## config.mk

```make
export PLATFORM = sky130hd
export DESIGN_NAME = picnic_challenge_extract_flat
export DESIGN_NICKNAME = d
export VERILOG_FILES = /design/src/rtl/picnic_challenge_extract_if.sv /design/src/rtl/picnic_challenge_extract.sv /design/src/flat_wrapper.sv
export SDC_FILE = /design/constraint.sdc
export NUM_CORES = 1
export LEC_CHECK = 0
export BUFFER_PORTS_ARGS = -buffer_cell sky130_fd_sc_hd__buf_4
export CAP_MARGIN = 20
export CORE_AREA = 2 2 406 408
export DETAILED_ROUTE_END_ITERATION = 12
export DIE_AREA = 0 0 408 410
export PLACE_DENSITY = 0.3
export SLEW_MARGIN = 20
export SYNTH_ARGS = -nofsm -noshare
export SYNTH_HDL_FRONTEND = slang
export SYNTH_SLANG_ARGS = --single-unit
```

## constraint.sdc

```tcl
create_clock -name clk -period 8.2 [get_ports clk]
set_input_delay 1.64 -clock clk [delete_from_list [all_inputs] [get_ports clk]]
set_output_delay 1.64 -clock clk [all_outputs]
set_load 0.05 [all_outputs]
```

## src/rtl/picnic_challenge_extract_if.sv

```systemverilog
// Hash-stage and challenge-stream signals for picnic_challenge_extract.
// master is the extractor side; slave is the hash stage / consumer side.
interface picnic_challenge_extract_if #(
  parameter int CNT_W = 10
);
  logic             hash_req;
  logic             rehash;
  logic [511:0]     rehash_data;
  logic             hash_done;
  logic [511:0]     digest;
  logic             ch_valid;
  logic [1:0]       ch_value;
  logic [CNT_W-1:0] ch_index;
  logic             ch_ready;

  modport master (
    output hash_req, rehash, rehash_data, ch_valid, ch_value, ch_index,
    input  hash_done, digest, ch_ready
  );

  modport slave (
    input  hash_req, rehash, rehash_data, ch_valid, ch_value, ch_index,
    output hash_done, digest, ch_ready
  );
endinterface

```

## src/rtl/picnic_challenge_extract.sv

```systemverilog
// Turns 512-bit challenge digests into T ternary challenges, scanning 2-bit
// pairs MSB-first, discarding 2'b11, and requesting a rehash when a digest runs dry.
module picnic_challenge_extract #(
  parameter int T     = 219,
  parameter int CNT_W = 10
) (
  input  logic clk,
  input  logic reset,
  input  logic start,
  output logic busy,
  output logic done,
  picnic_challenge_extract_if.master bus
);

  typedef enum logic [1:0] {IDLE, REQ, SCAN, DONE} state_t;

  state_t           state;
  logic [511:0]     dreg;
  logic [7:0]       pp;
  logic [CNT_W-1:0] rc;
  logic             hash_req_r;
  logic             rehash_r;
  logic             done_r;

  logic [1:0]       pair;
  logic             in_scan;
  logic             discard;
  logic             accept;
  logic             last_pair;
  logic             last_round;

  // Bit index of pair pp's MSB is 511-2*pp = {~pp,1}; its LSB is {~pp,0}.
  assign pair       = {dreg[{~pp, 1'b1}], dreg[{~pp, 1'b0}]};
  assign in_scan    = (state == SCAN);
  assign discard    = in_scan && (pair == 2'b11);
  assign accept     = bus.ch_valid && bus.ch_ready;
  assign last_pair  = (pp == 8'hFF);
  assign last_round = (rc == CNT_W'(T - 1));

  assign bus.ch_valid    = in_scan && (pair != 2'b11);
  assign bus.ch_value    = in_scan ? pair : 2'b00;
  assign bus.ch_index    = in_scan ? rc : '0;
  assign bus.hash_req    = hash_req_r;
  assign bus.rehash      = rehash_r;
  assign bus.rehash_data = dreg;
  assign busy            = (state != IDLE);
  assign done            = done_r;

  always_ff @(posedge clk or negedge reset) begin
    if (!reset) begin
      state      <= IDLE;
      dreg       <= '0;
      pp         <= '0;
      rc         <= '0;
      hash_req_r <= 1'b0;
      rehash_r   <= 1'b0;
      done_r     <= 1'b0;
    end else begin
      case (state)
        IDLE: begin
          if (start) begin
            rc         <= '0;
            rehash_r   <= 1'b0;
            hash_req_r <= !bus.hash_done;
            state      <= REQ;
          end
        end
        REQ: begin
          // A hash_done left high by the previous run must drop before requesting.
          if (hash_req_r && bus.hash_done) begin
            dreg       <= bus.digest;
            pp         <= '0;
            hash_req_r <= 1'b0;
            state      <= SCAN;
          end else begin
            hash_req_r <= !bus.hash_done;
          end
        end
        SCAN: begin
          if (accept && last_round) begin
            done_r <= 1'b1;
            state  <= DONE;
          end else if (discard || accept) begin
            pp <= pp + 8'd1;
            if (accept) rc <= rc + 1'b1;
            if (last_pair) begin
              rehash_r   <= 1'b1;
              hash_req_r <= !bus.hash_done;
              state      <= REQ;
            end
          end
        end
        DONE: begin
          done_r <= 1'b0;
          state  <= IDLE;
        end
        default: state <= IDLE;
      endcase
    end
  end

endmodule

```

## src/flat_wrapper.sv

```systemverilog
// flat-port wrapper written by rule: the top's interface ports become plain ports
module picnic_challenge_extract_flat 
#(
  parameter int T     = 219,
  parameter int CNT_W = 10
)
  (clk, reset, start, busy, done, bus_hash_req, bus_rehash, bus_rehash_data, bus_ch_valid, bus_ch_value, bus_ch_index, bus_hash_done, bus_digest, bus_ch_ready);
  picnic_challenge_extract_if #(.CNT_W(CNT_W)) bus_i ();
  input  logic clk;
  input  logic reset;
  input  logic start;
  output logic busy;
  output logic done;
  output wire logic [$bits(bus_i.hash_req)-1:0] bus_hash_req;
  output wire logic [$bits(bus_i.rehash)-1:0] bus_rehash;
  output wire logic [$bits(bus_i.rehash_data)-1:0] bus_rehash_data;
  output wire logic [$bits(bus_i.ch_valid)-1:0] bus_ch_valid;
  output wire logic [$bits(bus_i.ch_value)-1:0] bus_ch_value;
  output wire logic [$bits(bus_i.ch_index)-1:0] bus_ch_index;
  input wire logic [$bits(bus_i.hash_done)-1:0] bus_hash_done;
  input wire logic [$bits(bus_i.digest)-1:0] bus_digest;
  input wire logic [$bits(bus_i.ch_ready)-1:0] bus_ch_ready;
  assign bus_hash_req = bus_i.hash_req;
  assign bus_rehash = bus_i.rehash;
  assign bus_rehash_data = bus_i.rehash_data;
  assign bus_ch_valid = bus_i.ch_valid;
  assign bus_ch_value = bus_i.ch_value;
  assign bus_ch_index = bus_i.ch_index;
  assign bus_i.hash_done = bus_hash_done;
  assign bus_i.digest = bus_digest;
  assign bus_i.ch_ready = bus_ch_ready;
  picnic_challenge_extract #(.T(T), .CNT_W(CNT_W)) u_core (.clk(clk), .reset(reset), .start(start), .busy(busy), .done(done), .bus(bus_i));
endmodule
```

==> metrics <==
status=finished, final reports clean; Placer Congestion=roughly 0.81; final setup vio count=0; Setup TNS=0 ns; Die H=just over 400 um; FFs w/ async S/R, synth=100.0%; Worst-Margin Slew=1.133 ns; Rel. slew slack=24.44%; die extent in x=408 um; commonest cells in the netlist=dfrtp_1 (535), mux2_2 (518), mux4_2 (84); layout cells sized above 1=between 60% and 70%; syn nets=2,146; Worst EP arrival=approximately 4.8 ns; die area=0.1673 mm^2; # IOs=1,046; Starting Density=15.19%; yosys warns=0; Core ar.=0.1635 mm^2; final instance area=0.03785 mm^2; Clock Tree Buf Depth=3; library cells used by synthesis=73; Syn Area/Cell=15.27 um^2; cell taking the most area after synthesis=dfrtp_1; Hold-fix buffers, CTS=0; Vias=19,140; grt total ovfl=0; RSZ-0062 raised after global routing=no; WL final=140,700 um; ANT nets after route=0; count leader, synth=dfrtp_1; drt wl/cell=28.55 um; CTS tree=done; vias in the first global route=around 21,000; synthesized instance count=1,626; Worst Path Required=6.56 ns; CTS H-tree depth=3; CP startpoint=u_core.pp[0]; HP Class=flop to flop; synthesized area=0.02484 mm^2; Setup crit start kind=flop; CTS root buf=clkbuf_16; worst skew pair latency=0.71 ns; Top FF cell, synth=dfrtp_1; final layout net count=3,189; CP Class=flop to primary output; Port Buffer Count=around 1,000; area growth from synthesis to layout=52.42%; initial antenna violation count=26; std cell rows=between 100 and 150; Slew Viols, Final=0; Num CTS Buffers=79; # DRC=0; Vias/cell=roughly 3.9; Num Clock Sinks=535; Min Clock Period, post-route=6.458 ns; Clock Skew=0.05375 ns; fmax=around 150 MHz; Synth top area share=between 50% and 60%; post-CTS sizing=0; Post CTS Setup Buffer Count=0; PD cells=546.8 mW/mm^2; worst hold path startpoint=u_core.bus.rehash_data[248]; hold_ws=between 0.5 and 0.6 ns; Layout Cells excl Fill=just under 5,000; Fill cells=17,480; DP Area=0.03511 mm^2; worst slack at placement=around 2.5 ns; GRT Resource Usage Total=between 10% and 20%; wire length of the first global-routing pass=190,100 um; flops & latches, synth=between 500 and 600; crit-path max FO=16; worst vdd ir=243.1 uV; iteration-0 DRC count of the detailed router=696; pin count of the biggest net entering global routing=between 150 and 200; LEAKAGE=~17 nW; Critical R2R Launch=u_core.pp[0]; Clock Pin Slew Worst Setup and Hold Paths=approximately 0.06 ns; DRT Pass-1 Iters=4; crit share post-route=between 70% and 80%; synth top area cells=dfrtp_1 (54%), mux2_2 (23%), mux4_2 (7.6%), mux2i_1 (2.6%), mux4_1 (2.4%); Seq/Total Area, Yosys=approximately 54%; final worst slack=1.742 ns; EDFF count, synth=0; HPWL after DPL=111,100 um; Max Cap Viol=0; crit path capture type=primary output; Final Hold Vio Count=0; placed insts=4,777
-- logic make-up (layout without fill, tap and decap cells) --
| group | count (synthesis) | in the layout | synth area share, % |
|---|---|---|---|
| multiplexers | 689 | 689 | 36.12 |
| AND/OR/NAND/NOR | 143 | 143 | 2.847 |
| adder cells (fa/ha/maj) | 3 | 3 | 0.1512 |
| other | 0 | 8 | 0 |
| flip-flops | 535 | 535 | 53.91 |
| buffers and inverters | 129 | 1234 | 3.073 |
| AO/OA/AOI/OAI | 124 | 124 | 3.799 |
| XOR/XNOR | 3 | 3 | 0.1058 |
-- critical path: stages (launching register included) --
cell	delay, ns
dfrtp_4	0.68
buf_4	0.40
mux4_1	0.59
mux4_2	0.52
o22ai_1	0.15
nor3_1	0.08
o21ai_1	0.75
a221oi_4	0.31
nor3_1	0.32
buf_4	0.27
-- cell type report --
cell class | count | area [um^2] | share of cell area (%)
flip-flops and latches | 535 | 13400 | 35.40
multi-input cells | 962 | 10720 | 28.33
repair buffers | 1076 | 8185 | 21.62
well taps | 2189 | 2739 | 7.235
clock buffers | 117 | 2350 | 6.207
clock inverters | 26 | 377.9 | 0.9982
inverters | 15 | 57.56 | 0.1520
diodes | 8 | 20.02 | 0.05289
-- metal layers --
metal	track usage, %	share of wire (%)	wire length, um	vias up
met1	19.21	40	55810	10060
met5	0	0.11	149	-
li1	-	-	-	8260
met3	4.766	6.7	9449	119
met4	3.691	1.6	2187	22
met2	29.37	52	73090	670
-- registers in the layout (all words and copies together), names as in the netlist --
register / flops
u_core.bus.rehash_data: 512
u_core.done: 1
u_core.rc: 10
u_core.pp: 8
u_core.bus.hash_req: 1
u_core.state: 2
u_core.bus.rehash: 1
-- where the power goes --
group	total, mW	internal (mW)	switching [mW]	leakage (nW)
clock	3.59	2.16	1.43	1.34
sequential	5.55	3.98	1.57	6.36
combinational	11.6	4.04	7.53	8.94
-- stage by stage --
step | util [%] | total power [mW]
3_5_place_dp | 21.47 | 17.44
5_1_grt | 23.14 | 21.63
6_report | 23.15 | 20.70
4_1_cts | 23.14 | 21.18
3_3_place_gp | 21.47 | 17.46
2_1_floorplan | - | 12.57
-- path summary, 6_finish.rpt --
| kind | endpoint | slack (ns) | cells past startpoint |
|---|---|---|---|
| worst min-delay path | u_core.bus.rehash_data[248] | 0.53 | 1 |
| worst min register to register | u_core.bus.rehash_data[248] | 0.53 | 1 |
| worst max-delay path | bus_ch_valid | 1.74 | 9 |
| max in group asynchronous | u_core.bus.rehash_data[98] | 5.67 | 2 |
| min in group asynchronous | u_core.bus.rehash_data[440] | 1.05 | 1 |
| worst max register to register | u_core.pp[6] | 3.41 | 10 |
-- cell usage in the layout (no fill, tap or decap), drive strengths merged, types with 3 or more instances in the layout --
master	n
buf	1076
dfrtp	535
mux2	518
clkbuf	117
mux4	107
mux2i	64
nand2	52
a22oi	26
nor2	26
clkinv	19
a21oi	17
inv	16
and2	15
o21ai	12
nand3	11
nor3	10
diode	8
nand4	8
a31oi	8
o22ai	8
nor2b	8
o211ai	7
a221oi	6
bufinv	5
o221ai	5
a22o	4
a32oi	4
nor4	4
o31ai	4
xnor2	3
a211oi	3
ha	3
Power figures use the tool's default switching activity.
